### config.mk
export PLATFORM = sky130hd
export DESIGN_NAME = tile_flatten_loader_flat
export DESIGN_NICKNAME = d
export VERILOG_FILES = /design/src/rtl/tile_pkg.sv /design/src/rtl/tile_flatten_loader_if.sv /design/src/rtl/tile_bank.sv /design/src/rtl/tile_flatten_loader.sv /design/src/flat_wrapper.sv
export SDC_FILE = /design/constraint.sdc
export NUM_CORES = 1
export LEC_CHECK = 0
export ABC_AREA = 1
export CORE_ASPECT_RATIO = 1.25
export CORE_MARGIN = 3
export CORE_UTILIZATION = 51
export CTS_BUF_LIST = sky130_fd_sc_hd__clkbuf_8
export CTS_CLUSTER_SIZE = 24
export DETAILED_ROUTE_END_ITERATION = 8
export MAX_ROUTING_LAYER = met4
export PLACE_DENSITY = 0.79
export SLEW_MARGIN = 40
export SYNTH_ARGS = -nofsm -noshare
export SYNTH_HDL_FRONTEND = slang
export SYNTH_SLANG_ARGS = --single-unit
### constraint.sdc
create_clock -name clk -period 1.85 [get_ports clk]
set_input_delay 0.2775 -clock clk [delete_from_list [all_inputs] [get_ports clk]]
set_output_delay 0.2775 -clock clk [all_outputs]
set_load 0.02 [all_outputs]
### src/rtl/tile_pkg.sv
// Shared types and index helpers for the tile flatten loader.
package tile_pkg;

   typedef enum logic {
      LOAD,
      FULL
   } tile_state_t;

   // Column-major slot of element (r,c) in the flattened tile vector.
   function automatic int unsigned slot(input int unsigned r, input int unsigned c,
                                        input int unsigned rows);
      return c * rows + r;
   endfunction

   function automatic int unsigned idx_width(input int unsigned n);
      return (n > 1) ? $clog2(n) : 1;
   endfunction

endpackage

### src/rtl/tile_flatten_loader_if.sv
// Element-stream and tile-stream handshake bundle for tile_flatten_loader.
interface tile_flatten_loader_if #(
   parameter int unsigned BIT_WIDTH = 4,
   parameter int unsigned ROWS      = 8,
   parameter int unsigned COLS      = 8
);
   localparam int unsigned N  = ROWS * COLS;
   localparam int unsigned CW = $clog2(N + 1);

   logic                   in_valid;
   logic                   in_ready;
   logic [BIT_WIDTH-1:0]   in_data;
   logic                   tile_valid;
   logic                   tile_ready;
   logic [N*BIT_WIDTH-1:0] tile_data;
   logic [CW-1:0]          fill_count;

   modport master (
      output in_valid, in_data, tile_ready,
      input  in_ready, tile_valid, tile_data, fill_count
   );

   modport slave (
      input  in_valid, in_data, tile_ready,
      output in_ready, tile_valid, tile_data, fill_count
   );

endinterface

### src/rtl/tile_bank.sv
// One ROWS x COLS element register array, written by (row,col) and read as a
// column-major flattened vector.
module tile_bank
   import tile_pkg::*;
#(
   parameter int unsigned BIT_WIDTH = 4,
   parameter int unsigned ROWS      = 8,
   parameter int unsigned COLS      = 8
) (
   input  logic                          clk,
   input  logic                          rst_n,
   input  logic                          we,
   input  logic [idx_width(ROWS)-1:0]    row,
   input  logic [idx_width(COLS)-1:0]    col,
   input  logic [BIT_WIDTH-1:0]          wdata,
   output logic [ROWS*COLS*BIT_WIDTH-1:0] flat
);
   localparam int unsigned RW  = idx_width(ROWS);
   localparam int unsigned CLW = idx_width(COLS);

   logic [BIT_WIDTH-1:0] mem_q [ROWS][COLS];

   always_ff @(posedge clk or negedge rst_n) begin
      if (!rst_n) begin
         for (int r = 0; r < ROWS; r++) begin
            for (int c = 0; c < COLS; c++) begin
               mem_q[r][c] <= '0;
            end
         end
      end else begin
         for (int r = 0; r < ROWS; r++) begin
            for (int c = 0; c < COLS; c++) begin
               if (we && row == RW'(r) && col == CLW'(c)) begin
                  mem_q[r][c] <= wdata;
               end
            end
         end
      end
   end

   for (genvar r = 0; r < ROWS; r++) begin : g_row
      for (genvar c = 0; c < COLS; c++) begin : g_col
         localparam int unsigned K = slot(r, c, ROWS);
         assign flat[K*BIT_WIDTH +: BIT_WIDTH] = mem_q[r][c];
      end
   end

endmodule

### src/rtl/tile_flatten_loader.sv
// Loads a ROWS x COLS tile from a row-major element stream and presents it as a
// column-major flat bus. Define TILE_FLATTEN_LOADER_PINGPONG_EN for two banks.
module tile_flatten_loader
   import tile_pkg::*;
#(
   parameter int unsigned BIT_WIDTH = 4,
   parameter int unsigned ROWS      = 8,
   parameter int unsigned COLS      = 8
) (
   input logic                  clk,
   input logic                  rst_n,
   input logic                  flush,
   tile_flatten_loader_if.slave bus
);
   localparam int unsigned N   = ROWS * COLS;
   localparam int unsigned CW  = $clog2(N + 1);
   localparam int unsigned RW  = idx_width(ROWS);
   localparam int unsigned CLW = idx_width(COLS);

   logic [RW-1:0]  row_q;
   logic [CLW-1:0] col_q;
   logic [CW-1:0]  fill_q;
   logic           store_en;
   logic           last_col;
   logic           last_row;
   logic           complete;
   logic           handshake;

   // A flush that coincides with an accepted element drops that element.
   assign store_en  = bus.in_valid && bus.in_ready && !flush;
   assign last_col  = (col_q == CLW'(COLS - 1));
   assign last_row  = (row_q == RW'(ROWS - 1));
   assign complete  = store_en && last_col && last_row;
   assign handshake = bus.tile_valid && bus.tile_ready;

   assign bus.fill_count = fill_q;

   always_ff @(posedge clk or negedge rst_n) begin
      if (!rst_n) begin
         row_q  <= '0;
         col_q  <= '0;
         fill_q <= '0;
      end else if (flush) begin
         row_q  <= '0;
         col_q  <= '0;
         fill_q <= '0;
      end else if (store_en) begin
         if (last_col) begin
            col_q <= '0;
            row_q <= last_row ? '0 : row_q + RW'(1);
         end else begin
            col_q <= col_q + CLW'(1);
         end
         fill_q <= complete ? '0 : fill_q + CW'(1);
      end
   end

`ifdef TILE_FLATTEN_LOADER_PINGPONG_EN
   tile_state_t            state_q [2];
   logic                   wr_q;
   logic                   rd_q;
   logic [N*BIT_WIDTH-1:0] flat0;
   logic [N*BIT_WIDTH-1:0] flat1;

   // Completion and handshake always target different banks, so both may fire.
   always_ff @(posedge clk or negedge rst_n) begin
      if (!rst_n) begin
         state_q[0] <= LOAD;
         state_q[1] <= LOAD;
         wr_q       <= 1'b0;
         rd_q       <= 1'b0;
      end else begin
         if (complete) begin
            state_q[wr_q] <= FULL;
            wr_q          <= ~wr_q;
         end
         if (handshake) begin
            state_q[rd_q] <= LOAD;
            rd_q          <= ~rd_q;
         end
      end
   end

   assign bus.in_ready   = (state_q[wr_q] == LOAD);
   assign bus.tile_valid = (state_q[rd_q] == FULL);
   assign bus.tile_data  = rd_q ? flat1 : flat0;

   tile_bank #(
      .BIT_WIDTH (BIT_WIDTH),
      .ROWS      (ROWS),
      .COLS      (COLS)
   ) u_bank0 (
      .clk   (clk),
      .rst_n (rst_n),
      .we    (store_en && !wr_q),
      .row   (row_q),
      .col   (col_q),
      .wdata (bus.in_data),
      .flat  (flat0)
   );

   tile_bank #(
      .BIT_WIDTH (BIT_WIDTH),
      .ROWS      (ROWS),
      .COLS      (COLS)
   ) u_bank1 (
      .clk   (clk),
      .rst_n (rst_n),
      .we    (store_en && wr_q),
      .row   (row_q),
      .col   (col_q),
      .wdata (bus.in_data),
      .flat  (flat1)
   );
`else
   tile_state_t state_q;

   always_ff @(posedge clk or negedge rst_n) begin
      if (!rst_n) begin
         state_q <= LOAD;
      end else begin
         case (state_q)
            LOAD:    if (complete)  state_q <= FULL;
            FULL:    if (handshake) state_q <= LOAD;
            default: state_q <= LOAD;
         endcase
      end
   end

   assign bus.in_ready   = (state_q == LOAD);
   assign bus.tile_valid = (state_q == FULL);

   tile_bank #(
      .BIT_WIDTH (BIT_WIDTH),
      .ROWS      (ROWS),
      .COLS      (COLS)
   ) u_bank0 (
      .clk   (clk),
      .rst_n (rst_n),
      .we    (store_en),
      .row   (row_q),
      .col   (col_q),
      .wdata (bus.in_data),
      .flat  (bus.tile_data)
   );
`endif

endmodule

### src/flat_wrapper.sv
// flat-port wrapper written by rule: the top's interface ports become plain ports
module tile_flatten_loader_flat import tile_pkg::*;
#(
   parameter int unsigned BIT_WIDTH = 4,
   parameter int unsigned ROWS      = 8,
   parameter int unsigned COLS      = 8
)
  (clk, rst_n, flush, bus_in_valid, bus_in_data, bus_tile_ready, bus_in_ready, bus_tile_valid, bus_tile_data, bus_fill_count);
  tile_flatten_loader_if #(.BIT_WIDTH(BIT_WIDTH), .ROWS(ROWS), .COLS(COLS)) bus_i ();
  input logic clk;
  input logic rst_n;
  input logic flush;
  input wire logic [$bits(bus_i.in_valid)-1:0] bus_in_valid;
  input wire logic [$bits(bus_i.in_data)-1:0] bus_in_data;
  input wire logic [$bits(bus_i.tile_ready)-1:0] bus_tile_ready;
  output wire logic [$bits(bus_i.in_ready)-1:0] bus_in_ready;
  output wire logic [$bits(bus_i.tile_valid)-1:0] bus_tile_valid;
  output wire logic [$bits(bus_i.tile_data)-1:0] bus_tile_data;
  output wire logic [$bits(bus_i.fill_count)-1:0] bus_fill_count;
  assign bus_i.in_valid = bus_in_valid;
  assign bus_i.in_data = bus_in_data;
  assign bus_i.tile_ready = bus_tile_ready;
  assign bus_in_ready = bus_i.in_ready;
  assign bus_tile_valid = bus_i.tile_valid;
  assign bus_tile_data = bus_i.tile_data;
  assign bus_fill_count = bus_i.fill_count;
  tile_flatten_loader #(.BIT_WIDTH(BIT_WIDTH), .ROWS(ROWS), .COLS(COLS)) u_core (.clk(clk), .rst_n(rst_n), .flush(flush), .bus(bus_i));
endmodule
# Yosys cells after proc, flatten, opt, wreduce, memory -nomap -nowiden
# Cells that the tools add are included.
op_classes:
  add_sub_neg: 3
  n_eq_ne: 14
  muxes: 13
  n_bitwise: 1
  n_reduce_logical: 83
op_table:
  columns: ["cell", "count"]
  rows:
  - ["logical AND 1 bit", 77]
  - ["equality test 3 bit, second input constant", 8]
  - ["two-way mux 3 bit", 7]
  - ["two-way mux 7 bit", 3]
  - ["equality test 3 x 2 -> 1 bit, second input constant", 4]
  - ["adder 7 x 1 -> 7 bit, second input constant", 1]
  - ["adder 3 x 1 -> 3 bit, second input constant", 2]
  - ["equality test 3 x 1 -> 1 bit, second input constant", 2]
  - ["logical NOT 3 bit", 2]
  - ["nonzero test 2 bit", 2]
  - ["two-way mux 1 bit", 2]
  - ["case mux 1 bit (2 select lines)", 1]
  - ["AND reduction 2 bit", 1]
  - ["logical NOT 1 bit", 1]
  - ["NOT 1 bit", 1]
word_totals:
  wordCells: 182
  input_bits: 9
  ff_bits: 270
  output_inout_bits: 265

# Longest topological paths before layout
depth:
  ltp_word: 8
  mapped_depth: 9
  mapped_depth_nobuf: 7

# Modules after synthesis
# Synthesis repeated with hierarchy kept, for this count alone.
hier_totals:
  cells_unflattened: 1300
  hier_area_um2: 11131.9
modules_own_cells:
  columns: ["module", "area_each_um2", "instances", "cells_per_inst", "seq_area_each_um2"]
  rows:
  - ["tile_bank", 10410.0, 1, 1218, 6406.1]
  - ["tile_flatten_loader", 721.9, 1, 82, 350.3]

# Least setup slack after synthesis
# No wires, ideal clock.
synth_path:
  path_kind: "reg-to-reg"
  start: "register u_core.col_q[2]"
  end: "register u_core.u_bank0.mem_q (netlist bit u_core.u_bank0.flat[112])"
  setup_time_ns: 0.066
  synth_period_minus_slack_ns: 1.534
  required_time_ns: 1.784
  path_buffers: 3
  setup_slack_ns: 0.316
  t_arrival_ns: 1.468
  stages_incl_launch_ff: 8
  path_cell_list: "dfrtp_1 -> buf_4 -> inv_1 -> ha_1 -> buf_2 -> clkbuf_1 -> nand3_1 -> nand2_1"
synth_via:
  elab_chain_len: 2
synth_lines:
  columns: ["item", "line_no", "rtl"]
  rows:
  - ["start: declaration", "tile_flatten_loader.sv:21", "logic [CLW-1:0] col_q;"]
  - ["start signal: assignment", "tile_flatten_loader.sv:52", "col_q <= col_q + CLW'(1);"]
  - ["equality test 3 x 2 -> 1 bit", "tile_bank.sv:33", "if (we && row == RW'(r) && col == CLW'(c)) begin"]
  - ["logical AND 1 bit", "tile_bank.sv:33", null]
  - ["end signal: indexed assignment", "tile_bank.sv:34", "mem_q[r][c] <= wdata;"]
  - ["end: declaration", "tile_bank.sv:21", "logic [BIT_WIDTH-1:0] mem_q [ROWS][COLS];"]
# Every way passes these cells.
# A chain may end at the register's enable or synchronous reset.

# Worst setup path after layout
layout_path:
  start: "register u_core.u_bank0.mem_q (netlist bit u_core.u_bank0.flat[130])"
  end: "output bus_tile_data[130]"
layout_rtl:
  columns: ["item", "line_no", "rtl"]
  rows:
  - ["end: declaration", "flat_wrapper.sv:18", "output wire logic [$bits(bus_i.tile_data)-1:0] bus_tile_data;"]
# No word-level cell between the ends.

==> flow_metrics.py <==
metrics = {
    "run_status": {
        "status": "completed",
    },
    "route": {
        "drt_wl_total_um": 31900,
        "first_pass_iters": 6,
        "wl_per_cell_um": 17.7,
        "drt_iter0_markers": 644,
        "drcViolationCount": 0,
        "routed_via_density": 5.29,
        "vias": 9526,
        "ant_nets": 0,
    },
    "place": {
        "dpl.hpwl_um": 22200,
        "dp_slack_ns": -0.0366,
        "io_buffer_count": 273,
        "gp_congestion": 0.844,
    },
    "floorplan": {
        "die_width_um": 137,
        "core_um2": 21000,
        "die_h_um": 170,
        "ios": 274,
        "die_area_um2": 23400,
        "start_util_pct": 52.4,
        "core.rowCount": 59,
    },
    "sta": {
        "hold_viol": 0,
        "fmax_ghz": 0.550,
        "finalMaxSlewViolations": 0,
        "finalSetupViolCount": 0,
        "skew_ns": 0.0169,
        "post-route-period-util_pct": 98.3,
        "setup_slack_ns": 0.0317,
        "rsz0062_at_grt": "true",
        "slew_headroom_pct": 60.6,
        "fin_crit_ns": 1.82,
        "worstMarginPinSlew_ns": 0.590,
    },
    "global_route": {
        "grt_pass1_vias": 9636,
        "overflow": 0,
        "grt_usage_pct": 28.3,
        "antenna_found_initial": 1,
        "grt_pass1_wl_um": 50600,
        "grt_max_degree": 65,
    },
    "synthesis": {
        "synth_largest_area_cell": "dfrtp_1",
        "ys_warn_count": 0,
        "synth_seq_cells": 270,
        "syn_inst": 1195,
        "synthTopCellsByArea": "dfrtp_1 61%, nand2_1 17%, nand3_1 7.2%",
        "yosysMostFrequentCell": "nand2_1",
        "synth_top_area_share_pct": 61.3,
        "synth.distinct_cells": 23,
        "netlist_area_um2": 11000,
        "yosysSeqAreaShare_pct": 61.3,
        "synth_common_cells": "509 x nand2_1, 270 x dfrtp_1, 159 x nand3_1, 60 x o21ai_0, 43 x o21ai_1",
        "syn-num-nets": 1217,
        "synth_edf_count": 0,
        "synth.avg_cell_area_um2": 9.22,
        "async_flop_share_pct": 100,
        "synth_flop_cell": "dfrtp_1",
    },
    "critical_path": {
        "critPathArrivalTime_ns": 1.54,
        "end_kind": "output port",
        "cp_cell_sequence": "clkdlybuf4s50_1",
        "worst-path-buf-inv": 1,
        "cpPeakStageDelay_ns": 0.62,
        "crit_type": "reg2out",
        "critPathTopFamily": "buffers and inverters",
        "cp.required_ns": 1.57,
        "cp-start-kind": "register",
        "crit_slowest_cell": "clkdlybuf4s50_1",
        "critPathMaxFanout": 2,
    },
    "cts": {
        "cts_buffers": 41,
        "ctsLongestPathBuffers": 3,
        "clock_latency_ns": 0.53,
        "cts_tree": "done",
        "path_clk_slew_ns": 0.07,
        "h-tree-depth": 2,
        "cts-root-buf": "clkbuf_8",
        "clock-sinks": 270,
    },
    "final_layout": {
        "drive_gt1_share_pct": 9.95,
        "nFillCells": 1619,
        "nets": 1519,
        "area_delta_synth_final_pct": 39.1,
        "seqCellArea_um2": 6760,
        "multi_input_area_um2": 3840,
        "fin_util_pct": 72.9,
    },
    "power_and_ir_drop": {
        "intPower_uw": 9020,
        "peakVddDrop_uv": 645,
        "p_clk_share_pct": 39.5,
        "swShare_pct": 25.5,
        "pwr-share-comb_pct": 9.6,
        "leakagePower_uw": 0.00853,
        "power_switching_uw": 3090,
        "power_density_nw_per_um2": 790,
        "power_frac_seq_pct": 50.9,
    },
    "job": {
        "drv_cap": 0,
    },
    "hold_path": {
        "worst_hold_path_type": "in2reg",
    },
}
## cells by family (layout without fill, tap and decap cells)
| kind of cell | after synthesis | in the layout | synth area share [%] |
|---|---|---|---|
| other cells | 0 | 1 | 0 |
| fa+ha+maj | 13 | 13 | 1.48 |
| buf+inv | 96 | 428 | 4.06 |
| flops | 270 | 270 | 61.3 |
| compound gates | 108 | 108 | 4.98 |
| simple gates | 708 | 708 | 28.2 |
## worst paths after layout
check | from | end | slack, ns | cells past startpoint
min in group asynchronous | rst_n | u_core.u_bank0.flat[42] | 0.33 | 2
max reg2reg | u_core.row_q[0] | u_core.u_bank0.flat[169] | 0.10 | 6
min reg2reg | u_core.u_bank0.flat[116] | u_core.u_bank0.flat[116] | 0.47 | 2
max | u_core.u_bank0.flat[130] | bus_tile_data[130] | 0.03 | 1
min | bus_in_data[0] | u_core.u_bank0.flat[192] | 0.14 | 3
max in group asynchronous | rst_n | u_core.u_bank0.flat[208] | 0.91 | 3
## stage by stage
stage	hold WS, ns	TNS (ns)	power, µW	area [µm²]	std cells
floorplan	-0.0181	0	6750	11000	1195
global placement	0.279	0	7410	14400	1727
detailed placement	0.280	-0.261	7440	14400	1727
CTS	0.119	0	12200	15200	1801
global route	0.163	-0.200	12600	15300	1802
finish	0.137	0	12100	15300	1802
## metal layers
layer	global-route usage [%]	vias to the layer above	share of wire [%]
met5	-	-	0
met4	10.7	0	3.4
met3	6.53	70	8.2
met2	46.3	391	50
met1	34.1	4603	39
li1	-	4462	-
## power by group through the flow
stage | logic, µW | clock network [µW] | registers [µW]
after floorplan | 333 | 0 | 6420
final | 1170 | 4790 | 6160
after global routing | 1270 | 5150 | 6170
after global placement | 1150 | 0 | 6260
after CTS | 1180 | 4890 | 6160
after detailed placement | 1170 | 0 | 6260
## placed cells by master (no fill, tap or decap), types with 33 or more instances in the layout
cell type and n:
dfrtp_1 270, nand3_1 159, inv_1 37, buf_4 33, clkdlybuf4s50_1 197, o21ai_1 43
clkbuf_8 52, dlymetal6s2s_1 57, nand2_1 509, o21ai_0 60
## sequential cells by signal, summed over array words and instances, names as in the netlist
name / cells
u_core.bus.fill_count: 7
u_core.bus.tile_valid: 1
u_core.u_bank0.flat: 256
u_core.col_q: 3
u_core.row_q: 3
## area by class of cell
class / instances / area share (%)
Antenna cell: 1 / 0.0163
Clock buffer: 52 / 4.67
Clock inverter: 21 / 0.612
Inverter: 29 / 0.710
Multi-Input combinational cell: 829 / 25.0
Sequential cell: 270 / 44.1
Tap cell: 274 / 2.24
Timing Repair Buffer: 326 / 22.6
## timing repair
| action | in CTS | in global routing |
|---|---|---|
| endpoints found under the setup margin | 14 | 65 |
| gates resized for setup | 14 | 59 |
| hold endpoints to repair | 54 | 0 |
| setup buffers | 0 | 0 |
| hold buffers | 1 | 0 |
(Power assumes the default switching activity.)
